File: src/rtl/mem_wb_stage_pkg.sv
`default_nettype none
// ============================================================================
//  Module      : mem_wb_stage_pkg
//  Description : Shared encodings for the RV32I memory-access stage and
//                MEM/WB register. Holds the funct3 load/store widths, the
//                ResultSrc selections, the ExcW cause codes and the FSM state
//                encodings. Also holds the legality and alignment helpers
//                used to decide whether a request may be issued.
//  Revision    : 1.0 - initial release
// ============================================================================
package mem_wb_stage_pkg;

    // funct3 width/sign codes. Stores use only the first three.
    localparam logic [2:0] c_f3_b  = 3'b000;
    localparam logic [2:0] c_f3_h  = 3'b001;
    localparam logic [2:0] c_f3_w  = 3'b010;
    localparam logic [2:0] c_f3_bu = 3'b100;
    localparam logic [2:0] c_f3_hu = 3'b101;

    // ResultSrc selections seen by the write-back mux
    localparam logic [1:0] c_rs_alu  = 2'b00;
    localparam logic [1:0] c_rs_load = 2'b01;
    localparam logic [1:0] c_rs_pc4  = 2'b10;

    // ExcW cause codes
    localparam logic [1:0] c_exc_none     = 2'b00;
    localparam logic [1:0] c_exc_misalign = 2'b01;
    localparam logic [1:0] c_exc_timeout  = 2'b10;
    localparam logic [1:0] c_exc_illegal  = 2'b11;

    // Memory handshake FSM states
    localparam logic [0:0] c_st_idle = 1'b0;
    localparam logic [0:0] c_st_wait = 1'b1;

    // A load accepts B/H/W/BU/HU; a store accepts B/H/W only.
    function automatic logic f3_legal(input logic is_store, input logic [2:0] f3);
        logic v_ok;
        v_ok = 1'b0;
        case (f3)
            c_f3_b, c_f3_h, c_f3_w: v_ok = 1'b1;
            c_f3_bu, c_f3_hu:       v_ok = ~is_store;
            default:                v_ok = 1'b0;
        endcase
        return v_ok;
    endfunction

    // Halfwords need an even address, words need a word-aligned address.
    function automatic logic is_misaligned(input logic [2:0] f3, input logic [1:0] addr_lo);
        logic v_mis;
        v_mis = 1'b0;
        case (f3)
            c_f3_h, c_f3_hu: v_mis = addr_lo[0];
            c_f3_w:          v_mis = (addr_lo != 2'b00);
            default:         v_mis = 1'b0;
        endcase
        return v_mis;
    endfunction

endpackage
`default_nettype wire

File: src/rtl/mem_wb_stage_load_align.sv
`default_nettype none
// ============================================================================
//  Module      : mem_wb_stage_load_align
//  Description : Combinational load-data aligner. Picks the addressed byte or
//                halfword lane out of the returned memory word and sign- or
//                zero-extends it according to funct3. LW (and any other code)
//                passes the whole word through.
//  Ports       : i_funct3  [3]  load width/sign
//                i_addr_lo [2]  byte offset within the word
//                i_rdata   [32] word returned by data memory
//                o_data    [32] aligned, extended load value
//  Revision    : 1.0 - initial release
// ============================================================================
module mem_wb_stage_load_align
    import mem_wb_stage_pkg::*;
(
    input  logic [2:0]  i_funct3,
    input  logic [1:0]  i_addr_lo,
    input  logic [31:0] i_rdata,
    output logic [31:0] o_data
);

    logic [7:0]  w_byte;
    logic [15:0] w_half;

    // Byte lane is addr[1:0]; halfword lane is addr[1] (addr[0] is known 0).
    assign w_byte = i_rdata[8*i_addr_lo +: 8];
    assign w_half = i_rdata[16*i_addr_lo[1] +: 16];

    always_comb begin
        o_data = i_rdata;
        case (i_funct3)
            c_f3_b:  o_data = {{24{w_byte[7]}}, w_byte};
            c_f3_h:  o_data = {{16{w_half[15]}}, w_half};
            c_f3_bu: o_data = {24'd0, w_byte};
            c_f3_hu: o_data = {16'd0, w_half};
            default: o_data = i_rdata;
        endcase
    end

endmodule
`default_nettype wire

File: src/rtl/mem_wb_stage.sv
`default_nettype none
// ============================================================================
//  Module      : mem_wb_stage
//  Description : RV32I memory-access stage plus MEM/WB pipeline register.
//                Issues req/ack data-memory accesses with byte enables,
//                aligns load data, stalls the upstream pipeline while memory
//                is busy, and reports misaligned / illegal / timed-out
//                accesses through ExcW.
//  Ports       : clk, rst                 clock, synchronous active-high reset
//                RegWriteM..PCPlus4M      instruction fields from the M stage
//                dmem_*                   variable-latency data-memory port
//                StallM                   hold F/D/E/M while memory is busy
//                RegWriteW..RdW, ExcW     registered write-back inputs
//  Revision    : 1.0 - initial release
// ============================================================================
module mem_wb_stage
    import mem_wb_stage_pkg::*;
#(
    parameter int TIMEOUT = 255
)(
    input  logic        clk,
    input  logic        rst,
    // M-stage instruction
    input  logic        RegWriteM,
    input  logic [1:0]  ResultSrcM,
    input  logic        MemWriteM,
    input  logic [2:0]  Funct3M,
    input  logic [31:0] ALUResultM,
    input  logic [31:0] WriteDataM,
    input  logic [4:0]  RdM,
    input  logic [31:0] PCPlus4M,
    // data memory
    output logic        dmem_req,
    output logic        dmem_we,
    output logic [31:0] dmem_addr,
    output logic [3:0]  dmem_be,
    output logic [31:0] dmem_wdata,
    input  logic [31:0] dmem_rdata,
    input  logic        dmem_ack,
    // hazard unit
    output logic        StallM,
    // write-back inputs
    output logic        RegWriteW,
    output logic [1:0]  ResultSrcW,
    output logic [31:0] ReadDataW,
    output logic [31:0] ALUResultW,
    output logic [31:0] PCPlus4W,
    output logic [4:0]  RdW,
    output logic [1:0]  ExcW
);

    localparam logic [15:0] c_timeout = 16'(TIMEOUT);

    // ------------------------------------------------------------------
    // Decode of the M-stage instruction
    // ------------------------------------------------------------------
    logic        w_is_mem;
    logic        w_f3_ok;
    logic        w_misal;
    logic        w_mem_go;
    logic [1:0]  w_exc_cause;

    assign w_is_mem = MemWriteM | (ResultSrcM == c_rs_load);
    assign w_f3_ok  = f3_legal(MemWriteM, Funct3M);
    assign w_misal  = is_misaligned(Funct3M, ALUResultM[1:0]);
    assign w_mem_go = w_is_mem & w_f3_ok & ~w_misal;

    // Illegal funct3 is checked first: alignment is meaningless without a
    // valid width.
    always_comb begin
        w_exc_cause = c_exc_none;
        if (w_is_mem) begin
            if (!w_f3_ok)
                w_exc_cause = c_exc_illegal;
            else if (w_misal)
                w_exc_cause = c_exc_misalign;
        end
    end

    // ------------------------------------------------------------------
    // Store lanes and memory address
    // ------------------------------------------------------------------
    logic [3:0]  w_be;
    logic [31:0] w_wdata;

    always_comb begin
        w_be    = 4'b1111;
        w_wdata = WriteDataM;
        if (MemWriteM) begin
            case (Funct3M[1:0])
                2'b00: begin
                    w_be    = 4'b0001 << ALUResultM[1:0];
                    w_wdata = {4{WriteDataM[7:0]}};
                end
                2'b01: begin
                    w_be    = 4'b0011 << {ALUResultM[1], 1'b0};
                    w_wdata = {2{WriteDataM[15:0]}};
                end
                default: begin
                    w_be    = 4'b1111;
                    w_wdata = WriteDataM;
                end
            endcase
        end
    end

    assign dmem_we    = MemWriteM;
    assign dmem_addr  = {ALUResultM[31:2], 2'b00};
    assign dmem_be    = w_be;
    assign dmem_wdata = w_wdata;

    // ------------------------------------------------------------------
    // Request FSM
    // ------------------------------------------------------------------
    logic [0:0]  r_state;
    logic [0:0]  w_state_nxt;
    logic [15:0] r_cnt;
    logic [15:0] w_cnt_nxt;
    logic        w_req;
    logic        w_abort;

    always_ff @(posedge clk) begin
        if (rst) begin
            r_state <= c_st_idle;
            r_cnt   <= 16'd0;
        end else begin
            r_state <= w_state_nxt;
            r_cnt   <= w_cnt_nxt;
        end
    end

    // The counter holds the number of cycles the request has already been
    // outstanding; reaching TIMEOUT without an ack aborts. Ack on that same
    // cycle still wins.
    always_comb begin
        w_state_nxt = r_state;
        w_cnt_nxt   = r_cnt;
        w_req       = 1'b0;
        w_abort     = 1'b0;
        case (r_state)
            c_st_idle: begin
                if (w_mem_go) begin
                    w_req = 1'b1;
                    if (!dmem_ack) begin
                        w_state_nxt = c_st_wait;
                        w_cnt_nxt   = 16'd1;
                    end
                end
            end
            c_st_wait: begin
                if (dmem_ack) begin
                    w_req       = 1'b1;
                    w_state_nxt = c_st_idle;
                    w_cnt_nxt   = 16'd0;
                end else if (r_cnt == c_timeout) begin
                    w_abort     = 1'b1;
                    w_state_nxt = c_st_idle;
                    w_cnt_nxt   = 16'd0;
                end else begin
                    w_req     = 1'b1;
                    w_cnt_nxt = r_cnt + 16'd1;
                end
            end
            default: begin
                w_state_nxt = c_st_idle;
                w_cnt_nxt   = 16'd0;
            end
        endcase
    end

    // Reset gates the request off immediately, even mid-transaction.
    assign dmem_req = w_req & ~rst;
    assign StallM   = dmem_req & ~dmem_ack & ~w_abort;

    logic w_done;
    assign w_done = dmem_req & dmem_ack;

    // ------------------------------------------------------------------
    // Load alignment
    // ------------------------------------------------------------------
    logic [31:0] w_load_val;

    mem_wb_stage_load_align u_load_align (
        .i_funct3  (Funct3M),
        .i_addr_lo (ALUResultM[1:0]),
        .i_rdata   (dmem_rdata),
        .o_data    (w_load_val)
    );

    // ------------------------------------------------------------------
    // MEM/WB register
    // ------------------------------------------------------------------
    logic [1:0] w_exc_w;
    assign w_exc_w = w_abort ? c_exc_timeout : w_exc_cause;

    always_ff @(posedge clk) begin
        if (rst) begin
            RegWriteW  <= 1'b0;
            ResultSrcW <= c_rs_alu;
            ReadDataW  <= 32'd0;
            ALUResultW <= 32'd0;
            PCPlus4W   <= 32'd0;
            RdW        <= 5'd0;
            ExcW       <= c_exc_none;
        end else if (StallM) begin
            // Bubble: the instruction stays in M until memory answers.
            RegWriteW  <= 1'b0;
            ResultSrcW <= c_rs_alu;
            ReadDataW  <= 32'd0;
            ALUResultW <= 32'd0;
            PCPlus4W   <= 32'd0;
            RdW        <= 5'd0;
            ExcW       <= c_exc_none;
        end else begin
            RegWriteW  <= RegWriteM & (w_exc_w == c_exc_none);
            ResultSrcW <= ResultSrcM;
            ReadDataW  <= (w_done && !MemWriteM) ? w_load_val : 32'd0;
            ALUResultW <= ALUResultM;
            PCPlus4W   <= PCPlus4M;
            RdW        <= RdM;
            ExcW       <= w_exc_w;
        end
    end

endmodule
`default_nettype wire

File: config.mk
export PLATFORM = sky130hd
export DESIGN_NAME = mem_wb_stage
export DESIGN_NICKNAME = d
export VERILOG_FILES = /design/src/rtl/mem_wb_stage_pkg.sv /design/src/rtl/mem_wb_stage_load_align.sv /design/src/rtl/mem_wb_stage.sv
export SDC_FILE = /design/constraint.sdc
export NUM_CORES = 1
export LEC_CHECK = 0
export BUFFER_PORTS_ARGS = -buffer_cell sky130_fd_sc_hd__clkbuf_2
export CAP_MARGIN = 20
export CORE_AREA = 2 2 125 127
export CTS_CLUSTER_SIZE = 10
export DETAILED_ROUTE_END_ITERATION = 16
export DIE_AREA = 0 0 127 129
export GPL_ROUTABILITY_DRIVEN = 0
export PLACE_DENSITY_LB_ADDON = 0.25
export RECOVER_POWER = 100
export SLEW_MARGIN = 20
export SYNTH_ARGS = -nofsm -noshare
export SYNTH_HDL_FRONTEND = slang
export SYNTH_SLANG_ARGS = --single-unit
File: constraint.sdc
create_clock -name clk -period 3.2 [get_ports clk]
set_clock_uncertainty 0.05 [all_clocks]
set_input_delay 0.48 -clock clk [delete_from_list [all_inputs] [get_ports clk]]
set_output_delay 0.48 -clock clk [all_outputs]
set_load 0.03 [all_outputs]
==> summary.md, run 1 <==
| Metric | Value |
|---|---|
| Status | `complete, but fails checks` |
| Failing checks | `capacitance limit, slew limit` |
| GR Layer Usage met1 | `0.251` |
| Initial DRT Pass Iterations | `4` |
| Flop pwr share | `0.372` |
| Routed Antenna Nets | `0` |
| Worst Hold Class | `in -> reg` |
| Share of post-route cells with drive strength above 1 | `0.218` |
| Psw | `1.30 mW` |
| GR Overflow Total | `0` |
| Post-synth top area share | `0.437` |
| Final Core Density | `0.497` |
| Crit path launch type | `flop` |
| Lkg Pwr | `3.22 nW` |
| Relative slew slack | `-0.0199` |
| WP buf/inv | `1` |
| Worst EP arrival | `2.41 ns` |
| Vias in the first global route | `5150` |
| Overall power | `4.35 mW` |
| Root Driver | `clkbuf_16` |
| Post-CTS Hold Fix Bufs | `0` |
| Logic pwr share | `0.169` |
| Syn_area_per_cell | `8.63 sq um` |
| Num rows | `45` |
| Cell-internal power | `3.05 mW` |
| Avg WL per Cell | `16.3 microns` |
| Ys async rst share | `0` |
| Tmin final | `2.94 ns` |
| # setup viols final | `0` |
| Slew Limit Fails | `73` |
| Grt peak-use layer | `met2` |
| Initial DRC Count | `238` |
| # diodes | `0` |
| WL final | `18200 microns` |
| Area contributors post-synth | `dfxtp_1, a21oi_1, nand2b_1` |
| DP Worst Slack | `0.703 ns` |
| I/O Pins | `320` |
| Worst hold start | `PCPlus4M[5]` |
| Clk sink count | `123` |
| Library cells used by synthesis | `62` |
| Power Density | `584 nW/um^2` |
| DR DRC count | `0` |
| Max Fclk | `0.340 GHz` |
| Slowest cell delay on critical path | `0.54 ns` |
| Starting Density | `0.376` |
| First-pass GRT wire length | `27200 microns` |
| Fin crit share | `0.919` |
| CTS tree | `done` |
| Chip width | `127 microns` |
| Final instance area | `7440 sq um` |
| VDD IR max | `409 uV` |
| Synth area leader | `dfxtp_1` |
| Slowest-stage cell, CP | `nor4_4` |
| Setup TNS | `0 ns` |
| Register area share after synthesis | `0.437` |
| RSZ-0062 raised after global routing | `no` |
| Clock latency at the later pin of the worst-skew pair | `0.43 ns` |
| Largest net degree at the start of global routing | `73` |
| R2r worst-path depth | `5` |
| Final worst slack | `0.259 ns` |
| Vias per cell | `5.00` |
| Cell Count, Final, Fillers Out | `1116` |
| Die ar. | `16400 sq um` |
| Synth Register Bits | `123` |
| Worst-path clk slew | `0.06 ns` |
| Placed cell area | `7050 sq um` |
| Post-synth EDFFs | `0` |
| CORE AREA | `15000 sq um` |
| Yosys warns | `0` |
| H-Tree Level Count | `4` |
| Syn Std Cell Area | `5630 sq um` |
| Switching share of power | `0.298` |
| Number of CTS-inserted buffers | `17` |
| Required time of the critical path | `2.67 ns` |
| Placed Cells incl. Taps | `1083` |
| Via count | `5576` |
| Total Routing Usage GR | `0.214` |
| Initial antenna violation count | `0` |
| R2R setup slack | `0.80 ns` |
| Setup bufs post-CTS | `0` |
| Die Y | `129 microns` |
| CP Capture Type | `output port` |
| Endpoints failing hold | `0` |
| Worst Hold Path EP | `PCPlus4W[5]$_SDFF_PP0_` |
| M2 GR Usage | `0.367` |
| Final net count | `1059` |
| Clock buffer depth | `2` |
| Worst Path Max Fanout | `8` |
| Resize count post-CTS | `0` |
| Hpwl dp | `13600 microns` |
| Area grow syn2layout | `32.1%` |
| Top Family by Delay on Critical Path | `simple AND/OR/NAND/NOR gates` |
| FF-to-FF End | `r_cnt[7]$_SDFFE_PP0P_` |
| Cells after Synth | `653` |
| Clock Power Share | `0.459` |
| Worst slew pin tran | `1.53 ns` |
| PortBufs | `317` |
| Cell breakdown of the critical path | `ha_1, nand3_2, nor4_4, a21oi_1, and3_1, clkbuf_2` |
| Met3 usage | `0.0686` |
| Ys flop type | `dfxtp_1` |
| Setup Crit Path Kind | `reg -> out` |
| Worst hold slack | `0.218 ns` |
| Reg2reg start | `r_cnt[0]$_SDFFE_PP0P_` |
| Max-cap violations | `1` |
| Hold path cells | `3` |
==> power by group through the flow <==
stage	combinational, mW	sequential, mW	clock (mW)
3_5_place_dp	0.765	1.65	0
4_1_cts	0.768	1.62	2.03
6_report	0.734	1.62	2.00
2_1_floorplan	0.383	1.78	0
3_3_place_gp	0.765	1.65	0
5_1_grt	0.788	1.62	2.09
==> area by class of cell <==
cell class | count | area, sq um
clock buffers | 17 | 425
clock inverters | 15 | 190
fillers | 1558 | 7540
inverters | 5 | 18.8
multi-input cells | 436 | 2610
flip-flops and latches | 123 | 2460
well taps | 188 | 235
repair buffers | 332 | 1500
==> worst reg2reg max path: cells and delay by family (launching register included) <==
kind            cells  cell delay, ns
compound gates      1            0.25
fa+ha+maj           1            0.25
simple gates        3            1.33
flops               1            0.41
==> logic make-up (layout without fill, tap and decap cells) <==
group / after synthesis / after routing / synth area share
AOI/OAI and AO/OA: 168 / 168 / 0.176
xor gates and xnor gates: 1 / 1 / 0.00156
adders and majority gates: 1 / 1 / 0.00222
buffers and inverters: 95 / 369 / 0.102
DFF: 123 / 123 / 0.437
muxes: 26 / 26 / 0.0504
other: 1 / 2 / 0.000666
and+or+nand+nor: 238 / 238 / 0.231
==> cells in the mapped netlist, types with 4 or more instances <==
| master | count |
|---|---|
| nand3_1 | 9 |
| a21oi_1 | 99 |
| buf_2 | 17 |
| nand2_1 | 74 |
| nor2b_1 | 7 |
| nor3_1 | 12 |
| nor4_1 | 5 |
| nand2b_1 | 74 |
| o211a_1 | 7 |
| buf_4 | 41 |
| nand4_1 | 4 |
| mux2i_1 | 16 |
| buf_6 | 4 |
| mux2_1 | 9 |
| inv_1 | 5 |
| or4_1 | 6 |
| dfxtp_1 | 123 |
| a31oi_1 | 10 |
| o21ai_0 | 23 |
| nor2_1 | 21 |
| clkbuf_1 | 24 |
| or3_1 | 7 |
==> sequential cells by signal, summed over array words and instances, names as in the netlist <==
| signal | count |
|---|---|
| ALUResultW | 32 |
| RdW | 5 |
| RegWriteW | 1 |
| PCPlus4W | 32 |
| ExcW | 2 |
| ReadDataW | 32 |
| r_cnt | 16 |
| ResultSrcW | 2 |
| r_state | 1 |
==> layer usage <==
| metal | wire length [microns] | share of wire |
|---|---|---|
| met5 | 0 | 0 |
| met4 | 360 | 0.020 |
| met3 | 1480 | 0.081 |
| met2 | 8920 | 0.49 |
| met1 | 7470 | 0.41 |
==> layout by cell type, fill, tap and decap left out, types with 2 or more instances in the layout <==
cell	instances
or3_1	7
a31oi_1	10
and4_2	2
clkinv_2	2
buf_4	9
a22o_1	2
nor4b_1	2
bufinv_16	3
inv_1	5
o21a_1	2
inv_6	3
nor3_1	12
clkbuf_1	175
clkbuf_16	17
a21oi_1	98
or4_1	7
nand4_1	4
nand3_1	9
o21ai_0	25
clkinvlp_4	2
clkinv_4	3
nor2_1	21
nand2_1	74
a311oi_1	2
nand2b_1	74
nor2b_1	7
nor4_1	5
mux2i_1	16
a32oi_1	3
and3_1	3
or4_4	2
o211a_1	7
dfxtp_1	123
clkbuf_2	146
inv_8	2
mux2_1	9
a211oi_1	3
conb_1	2
==> worst max path at each step <==
stage,from,end,cells past startpoint
finish,r_cnt[0]$_SDFFE_PP0P_,StallM,6
global route,r_cnt[0]$_SDFFE_PP0P_,dmem_req,6
CTS,r_cnt[0]$_SDFFE_PP0P_,StallM,6
detailed placement,r_cnt[0]$_SDFFE_PP0P_,StallM,6
global placement,r_cnt[8]$_SDFFE_PP0P_,StallM,5
floorplan,Funct3M[0],dmem_wdata[29],5
(Power assumes the default switching activity.)
==> inputs of run 2 (changes only) <==
--- a/config.mk
+++ b/config.mk
@@ -5,6 +5,7 @@
 export SDC_FILE = /design/constraint.sdc
 export NUM_CORES = 1
 export LEC_CHECK = 0
+export ABC_AREA = 1
 export BUFFER_PORTS_ARGS = -buffer_cell sky130_fd_sc_hd__clkbuf_2
 export CAP_MARGIN = 20
 export CORE_AREA = 2 2 125 127
@@ -14,6 +15,7 @@
 export GPL_ROUTABILITY_DRIVEN = 0
 export PLACE_DENSITY_LB_ADDON = 0.25
 export RECOVER_POWER = 100
+export SETUP_SLACK_MARGIN = 0.15
 export SLEW_MARGIN = 20
 export SYNTH_ARGS = -nofsm -noshare
 export SYNTH_HDL_FRONTEND = slang
==> summary.md, run 2 <==
| Metric | Value |
|---|---|
| Status | `completed` |
| Synth area leader | `dfxtp_1` |
| # diodes | `0 (unchanged)` |
| Vias in the first global route | `5087 (-1.2%)` |
| Clk sink count | `123 (unchanged)` |
| Worst Path Max Fanout | `25 (+17)` |
| Die ar. | `16400 sq um (unchanged)` |
| Power Density | `571 nW/um^2 (-2.3%)` |
| CTS tree | `done` |
| Area contributors post-synth | `dfxtp_1, inv_1, nor2_2` |
| Most common cell after layout, fill and taps aside | `clkbuf_1` |
| RSZ-0062 raised after global routing | `no` |
| Worst-path clk slew | `0.06 ns (about the same)` |
| H-Tree Level Count | `4 (unchanged)` |
| Syn Std Cell Area | `5600 sq um (-0.62%)` |
| Commonest non-fill, non-tap cells in the layout | `clkbuf_1, clkbuf_2, inv_1` |
| Library cells used by synthesis | `33 (-47%)` |
| Slew Limit Fails | `0 (-100%)` |
| Initial DRC Count | `319 (+34%)` |
| Overall power | `4.16 mW (-4.4%)` |
| First-pass GRT wire length | `25300 microns (-7.0%)` |
| Yosys warns | `0 (unchanged)` |
| Total Routing Usage GR | `0.198 (-0.0153)` |
| Tmin final | `2.86 ns (-0.0763 ns)` |
| Worst slew pin tran | `1.39 ns (-0.136 ns)` |
| Ys async rst share | `0 (unchanged)` |
| Avg WL per Cell | `13.5 microns (-18%)` |
| Post-synth EDFFs | `0 (unchanged)` |
| WL final | `16700 microns (-8.5%)` |
| Vias per cell | `4.56 (-8.7%)` |
| Reg2reg start | `r_state$_SDFF_PP0_` |
| Routed Antenna Nets | `0 (unchanged)` |
| Setup Crit Path Kind | `in -> out` |
| FF-to-FF End | `ReadDataW[23]$_SDFF_PP0_` |
| Hpwl dp | `13000 microns (-4.4%)` |
| Final net count | `1182 (+12%)` |
| Worst hold slack | `0.205 ns (-0.0133 ns)` |
| CORE AREA | `15000 sq um (unchanged)` |
| Max-cap violations | `0 (-1)` |
| Relative slew slack | `0.0707 (+0.0907)` |
| Starting Density | `0.374 (-0.00234)` |
| Clock latency at the later pin of the worst-skew pair | `0.42 ns (about the same)` |
| Commonest cells post-synth | `inv_1, dfxtp_1, nand2_1, nor2_1, nor2_2` |
| Share of post-route cells with drive strength above 1 | `0.239 (+0.0211)` |
| Post-synth top area share | `0.440 (+0.00274)` |
| Worst Hold Path EP | `RdW[4]$_SDFF_PP0_` |
| Via count | `5650 (+1.3%)` |
| Hold path cells | `3 (unchanged)` |
| Cells after Synth | `765 (+17%)` |
| Setup TNS | `0 ns (unchanged)` |
| Root Driver | `clkbuf_16` |
| Initial DRT Pass Iterations | `5 (+1)` |
| Crit path launch type | `input pin` |
| Worst Hold Class | `in -> reg` |
| Chip width | `127 microns (unchanged)` |
| Worst EP arrival | `2.33 ns (-0.08 ns)` |
| PortBufs | `317 (unchanged)` |
| Crit. Startpoint | `MemWriteM` |
| DR DRC count | `0 (unchanged)` |
| Worst hold start | `RdM[4]` |
| Endpoints failing hold | `0 (unchanged)` |
| Number of CTS-inserted buffers | `17 (unchanged)` |
| Count leader, synth | `inv_1` |
| Num rows | `45 (unchanged)` |
| Synth Register Bits | `123 (unchanged)` |
| Ys flop type | `dfxtp_1` |
| Post-CTS Hold Fix Bufs | `0 (unchanged)` |
| # setup viols final | `0 (unchanged)` |
| Required time of the critical path | `2.67 ns (about the same)` |
| Syn_area_per_cell | `7.32 sq um (-15%)` |
| R2r worst-path depth | `6 (+1)` |
| Area grow syn2layout | `30.0%` |
| Placed cell area | `7010 sq um (-0.46%)` |
| Lkg Pwr | `3.55 nW (+10%)` |
| Largest net degree at the start of global routing | `38 (-48%)` |
| Fillers | `1625 (+4.3%)` |
| Clock buffer depth | `2 (unchanged)` |
| Initial antenna violation count | `0 (unchanged)` |
| GR Overflow Total | `0 (unchanged)` |
| Register area share after synthesis | `0.440 (+0.00274)` |
| Die Y | `129 microns (unchanged)` |
| CP Capture Type | `output port` |
| VDD IR max | `388 uV (-5.2%)` |
| I/O Pins | `320 (unchanged)` |
| Largest registers | `ALUResultW: 32 flops, PCPlus4W: 32 flops, ReadDataW: 32 flops` |
| Fin crit share | `0.895 (-0.0238)` |
| Final instance area | `7280 sq um (-2.2%)` |
| Max Fclk | `0.349 GHz (+2.7%)` |
| R2R setup slack | `0.45 ns (-0.35 ns)` |
-- run 2: cell types whose count changed after synthesis, moves of 15 or more --
| cell | change |
|---|---|
| inv_1 | +123 |
| nand2_1 | +30 |
| nand3_1 | +23 |
| o21ai_0 | +24 |
| mux2i_1 | -16 |
| nor2_1 | +55 |
| nor2_2 | +72 |
| a21oi_1 | -46 |
| nand2b_1 | -74 |
| clkbuf_1 | -15 |
-- run 2: worst max-delay path by stage --
stage / end / slack (ns) / cells past startpoint
after floorplan: dmem_wdata[22] / 0.82 / 6
after global placement: dmem_be[0] / 0.34 / 6
after detailed placement: dmem_be[0] / 0.24 / 6
after CTS: dmem_be[0] / 0.23 / 6
after global routing: dmem_wdata[17] / 0.09 / 6
final: dmem_wdata[23] / 0.34 / 6
-- run 2: through the flow --
step / setup WS [ns] / utilization / std cells
floorplan: 0.822 / - / 766
global placement: 0.344 / 0.468 / 1207
detailed placement: 0.240 / 0.468 / 1207
CTS: 0.229 / 0.506 / 1239
global route: 0.0913 / 0.486 / 1239
finish: 0.335 / 0.486 / 1239
-- run 2: layout make-up --
cell class	count	area (sq um)	share of cell area
repair buffers	324	1410	0.194
inverters	130	492	0.0675
well taps	188	235	0.0323
clock buffers	19	443	0.0608
flip-flops and latches	123	2460	0.338
clock inverters	13	120	0.0165
multi-input cells	442	2110	0.290
-- run 2: cells by family after synthesis --
| group | synth area share |
|---|---|
| flip-flops | 0.440 |
| buffers and inverters | 0.174 |
| adder cells (fa/ha/maj) | 0.00223 |
| XOR/XNOR | 0.00313 |
| AO/OA/AOI/OAI | 0.104 |
| AND/OR/NAND/NOR | 0.275 |
| other | 0.000670 |
-- run 2: power by group --
group | internal (mW) | total [mW] | leakage (nW) | switching (mW)
sequential | 1.60 | 1.62 | 1.01 | 0.0204
clock | 1.09 | 1.81 | 0.270 | 0.718
combinational | 0.194 | 0.725 | 2.27 | 0.531
-- run 2: what timing repair did --
| action | CTS | global route |
|---|---|---|
| buffers inserted | 0 | 0 |
| setup endpoints to repair | 0 | 10 |
| resized for setup | 0 | 2 |
-- run 2: per-layer routing --
metal,vias up,GRT usage,wire (microns)
li1,2873,-,-
met3,31,0.0582,1310
met5,-,0,0
met1,2473,0.228,6840
met4,0,0.0860,395
met2,273,0.344,8150
-- run 2: worst max-delay path, cell delays in order --
cell and delay [ns]:
clkbuf_2 0.22, inv_1 0.13, nor2_2 0.40, clkinvlp_4 0.47, o21ai_0 0.30, clkbuf_1 0.33
==> inputs of run 3 (changes only) <==
--- a/config.mk
+++ b/config.mk
@@ -8,10 +8,10 @@
 export ABC_AREA = 1
 export BUFFER_PORTS_ARGS = -buffer_cell sky130_fd_sc_hd__clkbuf_2
 export CAP_MARGIN = 20
-export CORE_AREA = 2 2 125 127
+export CORE_AREA = 2 2 124 126
 export CTS_CLUSTER_SIZE = 10
 export DETAILED_ROUTE_END_ITERATION = 16
-export DIE_AREA = 0 0 127 129
+export DIE_AREA = 0 0 126 128
 export GPL_ROUTABILITY_DRIVEN = 0
 export PLACE_DENSITY_LB_ADDON = 0.25
 export RECOVER_POWER = 100
@@ -19,4 +19,5 @@
 export SLEW_MARGIN = 20
 export SYNTH_ARGS = -nofsm -noshare
 export SYNTH_HDL_FRONTEND = slang
+export SYNTH_HIERARCHICAL = 1
 export SYNTH_SLANG_ARGS = --single-unit
==> summary.md, run 3 <==
| Metric | Value |
|---|---|
| Placed cell area | `7770 sq um (+11%)` |
| Worst-path clk slew | `0.06 ns (about the same)` |
| RSZ-0062 raised after global routing | `no` |
| Vias per cell | `4.52 (-0.81%)` |
| Cell breakdown of the critical path | `ha_1, inv_1, nor2_1, nand2_1, nor2_4, nand2_1, nand2_4, a21oi_1, clkbuf_2` |
| Worst hold slack | `0.210 ns (+0.00546 ns)` |
| Commonest cells post-synth | `nand2_1, inv_1, dfxtp_1, nor2_1, nor2_4` |
| GR Layer Usage met1 | `0.267 (+0.0388)` |
| Post-synth top area share | `0.385 (-0.0553)` |
| Clock buffer depth | `2 (unchanged)` |
| WP buf/inv | `2 (-2)` |
| Die ar. | `16100 sq um (-1.6%)` |
| Endpoints failing hold | `0 (unchanged)` |
| PortBufs | `317 (unchanged)` |
| Slowest cell delay on critical path | `0.41 ns (-0.06 ns)` |
| # setup viols final | `0 (unchanged)` |
| Num rows | `45 (unchanged)` |
| Syn_area_per_cell | `7.38 sq um (+0.92%)` |
| Power Density | `546 nW/um^2 (-4.3%)` |
| Cell-internal power | `3.01 mW (+4.2%)` |
| Slew Limit Fails | `0 (unchanged)` |
| Overall power | `4.37 mW (+5.1%)` |
| Area grow syn2layout | `24.9%` |
| Largest net degree at the start of global routing | `33 (-13%)` |
| Ys flop type | `dfxtp_1` |
| Worst Hold Class | `in -> reg` |
| Library cells used by synthesis | `34 (+3.0%)` |
| I/O Pins | `320 (unchanged)` |
| Worst EP arrival | `2.28 ns (-0.05 ns)` |
| Relative slew slack | `0.495 (+0.424)` |
| Placed Cells incl. Taps | `1313 (+8.8%)` |
| # diodes | `0 (unchanged)` |
| Via count | `6084 (+7.7%)` |
| Clock Power Share | `0.442 (+0.007)` |
| Most common cell after layout, fill and taps aside | `clkbuf_1` |
| Register area share after synthesis | `0.385 (-0.0553)` |
| Post-CTS Hold Fix Bufs | `0 (unchanged)` |
| GR Overflow Total | `0 (unchanged)` |
| Flop pwr share | `0.370 (-0.020)` |
| CTS tree | `done` |
| Setup Crit Path Kind | `reg -> out` |
| Setup bufs post-CTS | `0 (unchanged)` |
| Number of CTS-inserted buffers | `17 (unchanged)` |
| Commonest non-fill, non-tap cells in the layout | `clkbuf_1, nand2_1, inv_1` |
| Routed Antenna Nets | `0 (unchanged)` |
| H-Tree Level Count | `4 (unchanged)` |
| Clock latency at the later pin of the worst-skew pair | `0.42 ns (about the same)` |
| Synth area leader | `dfxtp_1` |
| Initial DRT Pass Iterations | `5 (unchanged)` |
| CORE AREA | `14900 sq um (-0.75%)` |
| Largest registers | `ALUResultW: 32 flops, PCPlus4W: 32 flops, ReadDataW: 32 flops` |
| Share of post-route cells with drive strength above 1 | `0.228 (-0.0106)` |
| Vias in the first global route | `5566 (+9.4%)` |
| DR DRC count | `0 (unchanged)` |
| Clk sink count | `123 (unchanged)` |
| Total Routing Usage GR | `0.225 (+0.0267)` |
| Area contributors post-synth | `dfxtp_1, nor2_4, nand2_1` |
| Count leader, synth | `nand2_1` |
| Synth Register Bits | `123 (unchanged)` |
| DP Worst Slack | `0.650 ns (+0.410 ns)` |
| Worst slew pin tran | `0.758 ns (-0.636 ns)` |
| Met3 usage | `0.0972 (+0.0390)` |
| Yosys warns | `6 (+6)` |
| Logic pwr share | `0.187 (+0.012)` |
| Grt peak-use layer | `met2` |
| Required time of the critical path | `2.67 ns (about the same)` |
| Worst Path Max Fanout | `5 (-80%)` |
| Final Core Density | `0.538 (+0.0520)` |
| Cells after Synth | `867 (+13%)` |
| Chip width | `126 microns (-0.79%)` |
| Ys async rst share | `0 (unchanged)` |
| Resize count post-CTS | `0 (unchanged)` |
| VDD IR max | `346 uV (-11%)` |
| Initial antenna violation count | `0 (unchanged)` |
| Die Y | `128 microns (-0.78%)` |
| Starting Density | `0.431 (+0.0570)` |
| WL final | `18800 microns (+13%)` |
| Slowest-stage cell, CP | `dfxtp_1` |
| Crit path launch type | `flop` |
| Tmin final | `2.81 ns (-0.0544 ns)` |
| Fillers | `1552 (-4.5%)` |
| Initial DRC Count | `319 (unchanged)` |
| Setup TNS | `0 ns (unchanged)` |
| Seq. cell area | `2460 sq um (unchanged)` |
| First-pass GRT wire length | `28500 microns (+13%)` |
| Final worst slack | `0.389 ns (+0.0544 ns)` |
| Hpwl dp | `14500 microns (+11%)` |
| Psw | `1.36 mW (+7.3%)` |
| Cell Count, Final, Fillers Out | `1345 (+8.6%)` |
| Fin crit share | `0.878 (-0.0170)` |
| Root Driver | `clkbuf_16` |
| Post-synth EDFFs | `0 (unchanged)` |
| Syn Std Cell Area | `6400 sq um (+14%)` |
| Lkg Pwr | `4.09 nW (+15%)` |
| Status | `completed` |
| Max Fclk | `0.356 GHz (+1.9%)` |
| Switching share of power | `0.312 (+0.00638)` |
| CP Capture Type | `output port` |
| Max-cap violations | `0 (unchanged)` |
| Most used cell, CP | `nand2_1` |
| Final net count | `1288 (+9.0%)` |
| Top Family by Delay on Critical Path | `simple AND/OR/NAND/NOR gates` |
| Avg WL per Cell | `14.0 microns (+3.7%)` |
| Multi-input gate area | `2600 sq um (+23%)` |
| M2 GR Usage | `0.367 (+0.0221)` |
| Final instance area | `8000 sq um (+9.9%)` |
==> run 3: cell count changes after synthesis, sizes merged, moves of 3 or more <==
| cell | before | now |
|---|---|---|
| nand2 | 111 | 181 |
| inv | 130 | 172 |
| a21oi | 53 | 34 |
| nor3 | 11 | 5 |
| nand3 | 33 | 63 |
| or2 | 2 | 9 |
| buf | 61 | 64 |
| o21ai | 48 | 24 |
==> run 3: logic make-up after synthesis <==
logic type,share of synthesized area
flip-flops,0.385
adder cells (fa/ha/maj),0.00195
other,0.000586
AO/OA/AOI/OAI,0.0578
buffers and inverters,0.195
XOR/XNOR,0.00274
AND/OR/NAND/NOR,0.357
==> run 3: layer usage <==
layer	up-vias	wire length (microns)
li1	3118	-
met1	2685	7590
met2	249	8840
met3	32	1940
met4	0	410
met5	-	0
==> run 3: final timing paths <==
check,start,endpoint,slack [ns],cells after the start
worst max-delay path,r_cnt[0]$_SDFFE_PP0P_,StallM,0.39,9
worst min-delay path,PCPlus4M[0],PCPlus4W[0]$_SDFF_PP0_,0.21,3
worst max register to register,r_cnt[0]$_SDFFE_PP0P_,RegWriteW$_SDFF_PP0_,0.47,10
worst min register to register,r_cnt[15]$_SDFFE_PP0P_,r_cnt[15]$_SDFFE_PP0P_,0.47,2
==> run 3: worst register-to-register path, stage by stage (launching register included) <==
cell      delay, ns
dfxtp_1        0.41
ha_1           0.28
inv_1          0.09
nor2_1         0.25
nand2_1        0.17
nor2_4         0.13
nand2_1        0.11
nand2_4        0.10
nand3_4        0.31
clkbuf_2       0.54
nor2_1         0.21
==> run 3: power by group through the flow <==
| stage | Sequential (mW) | Combinational [mW] | Clock [mW] |
|---|---|---|---|
| 3_5_place_dp | 1.65 | 0.873 | 0 |
| 3_3_place_gp | 1.65 | 0.869 | 0 |
| 6_report | 1.62 | 0.818 | 1.93 |
| 5_1_grt | 1.62 | 0.882 | 2.05 |
| 4_1_cts | 1.62 | 0.878 | 1.97 |
| 2_1_floorplan | 1.79 | 0.506 | 0 |
==> run 3: area by class of cell <==
class | instances | share of cell area
tap | 188 | 0.0294
inverter | 173 | 0.0815
timing repair buffer | 330 | 0.181
clock inverter | 14 | 0.0197
clock buffer | 18 | 0.0549
sequential | 123 | 0.308
multi-input combinational | 499 | 0.325
